--- config.mk ---
export PLATFORM = sky130hd
export DESIGN_NAME = reqack_stream_src
export DESIGN_NICKNAME = d
export VERILOG_FILES = /design/src/rtl/reqack_stream_pkg.sv /design/src/rtl/reqack_stream_buf.sv /design/src/rtl/reqack_stream_src.sv
export SDC_FILE = /design/constraint.sdc
export NUM_CORES = 1
export LEC_CHECK = 0
export BUFFER_PORTS_ARGS = -buffer_cell sky130_fd_sc_hd__buf_2
export CAP_MARGIN = 20
export CORE_MARGIN = 2
export CORE_UTILIZATION = 35
export CTS_CLUSTER_SIZE = 14
export DETAILED_ROUTE_END_ITERATION = 16
export SYNTH_ARGS = -nofsm -noshare
export SYNTH_HDL_FRONTEND = slang
export SYNTH_SLANG_ARGS = --single-unit
--- constraint.sdc ---
create_clock -name clk_i -period 5.2 [get_ports clk_i]
set_clock_uncertainty 0.2 [all_clocks]
set_input_delay 1.04 -clock clk_i [delete_from_list [all_inputs] [get_ports clk_i]]
set_output_delay 1.04 -clock clk_i [all_outputs]
set_load 0.03 [all_outputs]
--- src/rtl/reqack_stream_pkg.sv ---
// reqack_stream_pkg: shared FSM state encoding and sizing helpers for the REQ/ACK stream source
package reqack_stream_pkg;
  typedef enum logic [1:0] {IDLE = 2'd0, WAIT = 2'd1, LATE = 2'd2} state_e;
  function automatic int unsigned tcnt_width(input int unsigned cycles);
    return cycles == 0 ? 1 : $clog2(cycles + 1);
  endfunction
endpackage

--- src/rtl/reqack_stream_buf.sv ---
// reqack_stream_buf: Depth-entry circular buffer with a registered head word
module reqack_stream_buf #(
  parameter int unsigned DataWidth = 32,
  parameter int unsigned Depth = 2,
  localparam int unsigned CW = $clog2(Depth + 1)
) (
  input  logic                 clk_i,
  input  logic                 rst_i,
  input  logic                 push,
  input  logic                 pop,
  input  logic [DataWidth-1:0] wdata,
  output logic [DataWidth-1:0] head,
  output logic [CW-1:0]        count,
  output logic                 full,
  output logic                 empty
);
  localparam int unsigned PW = Depth > 1 ? $clog2(Depth) : 1;
  logic [DataWidth-1:0] mem [Depth];
  logic [PW-1:0] wr_ptr, rd_ptr, rd_nxt;
  function automatic logic [PW-1:0] wrap(input logic [PW-1:0] p);
    return p == PW'(Depth - 1) ? '0 : p + PW'(1);
  endfunction
  assign full = count == CW'(Depth);
  assign empty = count == '0;
  assign rd_nxt = wrap(rd_ptr);
  // head is preloaded so the next word is on data_o the cycle after a pop
  always_ff @(posedge clk_i) begin
    if (rst_i) begin
      wr_ptr <= '0;
      rd_ptr <= '0;
      count <= '0;
      head <= '0;
    end else begin
      if (push) begin
        mem[wr_ptr] <= wdata;
        wr_ptr <= wrap(wr_ptr);
      end
      if (pop) rd_ptr <= rd_nxt;
      count <= count + CW'(push) - CW'(pop);
      head <= pop ? (count > CW'(1) ? mem[rd_nxt] : push ? wdata : head)
                  : (empty && push) ? wdata : head;
    end
  end
endmodule

--- src/rtl/reqack_stream_src.sv ---
// reqack_stream_src: valid/ready stream to level-REQ / pulse-ACK source with buffering and status monitors
module reqack_stream_src
  import reqack_stream_pkg::*;
#(
  parameter int unsigned DataWidth = 32,
  parameter int unsigned Depth = 2,
  parameter int unsigned TimeoutCycles = 1024,
  parameter int unsigned CntWidth = 16
) (
  input  logic                 clk_i,
  input  logic                 rst_i,
  input  logic                 valid_i,
  output logic                 ready_o,
  input  logic [DataWidth-1:0] data_i,
  output logic                 req_o,
  input  logic                 ack_i,
  output logic [DataWidth-1:0] data_o,
  output logic                 busy_o,
  output logic                 timeout_o,
  output logic                 proto_err_o,
  input  logic                 clr_status_i,
  output logic [CntWidth-1:0]  xfer_cnt_o
);
  localparam int unsigned TW = tcnt_width(TimeoutCycles);
  localparam int unsigned CW = $clog2(Depth + 1);
  localparam logic [TW-1:0] TLIM = TW'(TimeoutCycles > 0 ? TimeoutCycles - 1 : 0);
  state_e state_q, state_d;
  logic [TW-1:0] tcnt_q;
  logic [CW-1:0] count;
  logic full, empty, push, pop, last, tset;
  assign ready_o = ~full;
  assign push = valid_i & ~full;
  assign req_o = state_q != IDLE;
  assign pop = req_o & ack_i;
  assign busy_o = ~empty | req_o;
  assign last = count == CW'(1) && !push;
  assign tset = state_q == WAIT && !ack_i && TimeoutCycles != 0 && tcnt_q == TLIM;
  // REQ is only ever dropped by an ACK that empties the buffer
  always_comb
    state_d = state_q == IDLE ? (push ? WAIT : IDLE)
            : pop ? (last ? IDLE : WAIT)
            : tset ? LATE : state_q;
  always_ff @(posedge clk_i) begin
    if (rst_i) begin
      state_q <= IDLE;
      tcnt_q <= '0;
      timeout_o <= 1'b0;
      proto_err_o <= 1'b0;
      xfer_cnt_o <= '0;
    end else begin
      state_q <= state_d;
      tcnt_q <= (state_q == WAIT && !pop) ? tcnt_q + TW'(1) : '0;
      timeout_o <= tset | (timeout_o & ~clr_status_i);
      proto_err_o <= (ack_i & ~req_o) | (proto_err_o & ~clr_status_i);
      xfer_cnt_o <= xfer_cnt_o + CntWidth'(pop);
    end
  end
  reqack_stream_buf #(.DataWidth(DataWidth), .Depth(Depth)) u_buf (
    .clk_i(clk_i),
    .rst_i(rst_i),
    .push(push),
    .pop(pop),
    .wdata(data_i),
    .head(data_o),
    .count(count),
    .full(full),
    .empty(empty)
  );
endmodule

==> metrics.md <==
| Metric | Value |
|---|---|
| Resized cells post-CTS | `0` |
| Initial core utilization | `35.92%` |
| Peak VDD IR | `0.2696 mV` |
| Most common cell after layout, fill and taps aside | `buf_2` |
| CTS Hold Bufs | `0` |
| CP Capture Type | `primary output` |
| ANT nets after route | `0` |
| Layout net count | `582` |
| Clock buffer depth | `2` |
| Final Cycle Share | `51.15%` |
| Drt first pass iters | `4` |
| Avg Vias per Cell | `4.909` |
| N_diodes | `0` |
| Slowest CP cell | `dfxtp_1` |
| Final Hold Viols | `0` |
| Worst Tran Pin Value | `1.127 ns` |
| I/O Buffers | `89` |
| Routed len/inst | `14.88 um` |
| Post-Syn Instances | `453` |
| Dpl hpwl | `7175 um` |
| Remaining Overflow, GRT | `0` |
| Share of post-route cells with drive strength above 1 | `24.41%` |
| Max Slew Vio Count | `0` |
| Async set-reset flop share out of synthesis | `0%` |
| Seq/Total Area, Yosys | `62.50%` |
| Max Freq | `0.3759 GHz` |
| R2R Setup Slk | `3.04 ns` |
| Area Overhead vs Synth | `23.70%` |
| Power Total | `0.003256 W` |
| Max cap viols | `0` |
| Die area | `0.01591 mm^2` |
| Run status | `finished, final reports clean` |
| Routed wire length | `10,970 um` |
| Clock root cell | `clkbuf_16` |
| Number of global-route vias before repair | `3,540` |
| Design Area, Final | `0.006459 mm^2` |
| Setup ws final | `2.540 ns` |
| Synth Area per Inst | `11.53 um^2` |
| Clk Latency, worst-skew pair | `0.41 ns` |
| Top cell type by total area after synthesis | `edfxtp_1` |
| Yosys warnings | `0` |
| Largest net degree at the start of global routing | `65` |
| Ports | `90` |
| Htree depth | `4` |
| WS Path Type | `flop to primary output` |
| Post-synth EDFFs | `64` |
| Max stage delay on crit path | `0.39 ns` |
| # rows | `44` |
| TritonCTS Sinks | `131` |
| Iter 0 DRT Violations | `237` |
| Postcts setup bufs | `0` |
| LEAKAGE | `2.371 nW` |
| Crit path DAT | `1.42 ns` |
| Critical Path, Cell by Cell | `nor2_1, nand2_1, buf_2` |
| Dominant cells by area after synthesis | `edfxtp_1 (37%), dfxtp_1 (26%), mux2i_1 (6.1%)` |
| Initial antenna violation count | `1` |
| TNS Setup | `0 ns` |
| Distinct cells, synth | `43` |
| Tot GR Track Use | `14.45%` |
| RePlAce Congestion | `0.7580` |
| Min-Delay Path Class | `flop to flop` |
| CTS tree | `built` |
| Synthesized area | `0.005221 mm^2` |
| RSZ-0062 raised after global routing | `false` |
| Min Clock Period, post-route | `2.660 ns` |
| Die width | `126.1 um` |
| Chip Height | `126.1 um` |
| CTS Buf Count | `17` |
| CP startpoint kind | `flop` |
| Rel. slew slack | `24.83%` |
| FF+latch count, synth | `131` |
| Core ar. | `0.01453 mm^2` |
| Synth Flop Type | `dfxtp_1` |
| Post-synth top area share | `36.81%` |
| Most frequent cells in the layout | `buf_2 (89), nand2_1 (76), dfxtp_1 (66), edfxtp_1 (64), a21oi_1 (39)` |
| Power density over the cells | `504.2 mW/mm^2` |
| Place WS | `2.314 ns` |
| Via count | `3,618` |
| Clock slew at reported path FFs | `0.06 ns` |
| Drc violations | `0` |
| Critical Path Fanout Max | `7` |
| Worst EP required | `3.96 ns` |
| First-pass GRT wire length | `18,020 um` |
| Mapped Nets | `494` |
| Post-DP Area | `0.005842 mm^2` |
| Final setup violation count | `0` |
registers in the layout (all words and copies together) (netlist names):
register,cells
u_buf.count,2
timeout_o,1
tcnt_q,11
state_q,2
u_buf.mem,64
u_buf.head,32
xfer_cnt_o,16
u_buf.wr_ptr,1
u_buf.rd_ptr,1
proto_err_o,1
area by class of cell:
| type | count | area (um^2) |
|---|---|---|
| fillers | 1377 | 8075 |
| clock inverters | 10 | 155.1 |
| clock buffers | 21 | 461.7 |
| multi-input cells | 291 | 1822 |
| repair buffers | 94 | 503.0 |
| well taps | 184 | 230.2 |
| flip-flops and latches | 131 | 3264 |
| inverters | 6 | 22.52 |
metal layers:
metal  up-vias  routed length [um]  GRT usage (%)
met5         -                  13              0
met4         2                 164          6.012
met3        14                 678          5.310
met2        80                5024          22.87
met1      1714                5084          17.87
li1       1808                   -              -
through the flow:
step	hold WS, ns	util (%)	std cells
after floorplan	0.2260	-	453
after detailed placement	0.2453	40.19	706
after CTS	0.2530	44.44	737
after global placement	0.2397	40.01	705
final	0.2498	44.44	737
after global routing	0.2675	44.44	737
power breakdown:
| group | internal [W] | leakage, nW | total, W | switching (W) |
|---|---|---|---|---|
| sequential | 0.00122 | 1.13 | 0.00131 | 0.0000889 |
| combinational | 0.000239 | 0.940 | 0.000700 | 0.000461 |
| clock | 0.000824 | 0.298 | 0.00124 | 0.000419 |
final timing paths:
kind                                startpoint              to  cells past startpoint
worst max-delay path            u_buf.count[1]          busy_o                      3
worst min-delay path            u_buf.head[30]  u_buf.head[30]                      2
worst max register to register  u_buf.count[1]  u_buf.head[13]                      5
worst min register to register  u_buf.head[30]  u_buf.head[30]                      2
synth_stat cells (2+ instances only):
cell,n
mux2i_1,32
nor2_1,30
nand2b_1,2
and4_1,4
inv_1,5
buf_2,11
xor2_1,13
nand4_1,8
o211ai_1,32
nand2_1,76
nand3_1,5
o21ai_0,5
a21oi_1,39
edfxtp_1,64
clkbuf_1,10
and2_1,3
and3_1,3
ha_1,4
nor2b_1,4
xnor2_1,9
dfxtp_1,67
buf_6,2
nor3b_1,2
or3_1,3
nor3_1,2
worst max-delay path, delay by kind of cell, from the launching register on:
family | cells | cell delay, ns
buffers and inverters | 1 | 0.19
flip-flops | 1 | 0.39
AND/OR/NAND/NOR | 2 | 0.42
logic make-up (layout without fill, tap and decap cells):
family	after synthesis	in the layout	share of synthesized area [%]
and+or+nand+nor	149	149	13.44
DFF	131	131	62.50
AOI/OAI and AO/OA	84	84	10.33
muxes	32	32	6.135
buffers and inverters	31	131	2.948
xor gates and xnor gates	22	22	3.690
adders and majority gates	4	4	0.9586
Note: power is estimated with default switching activity, not from simulation.
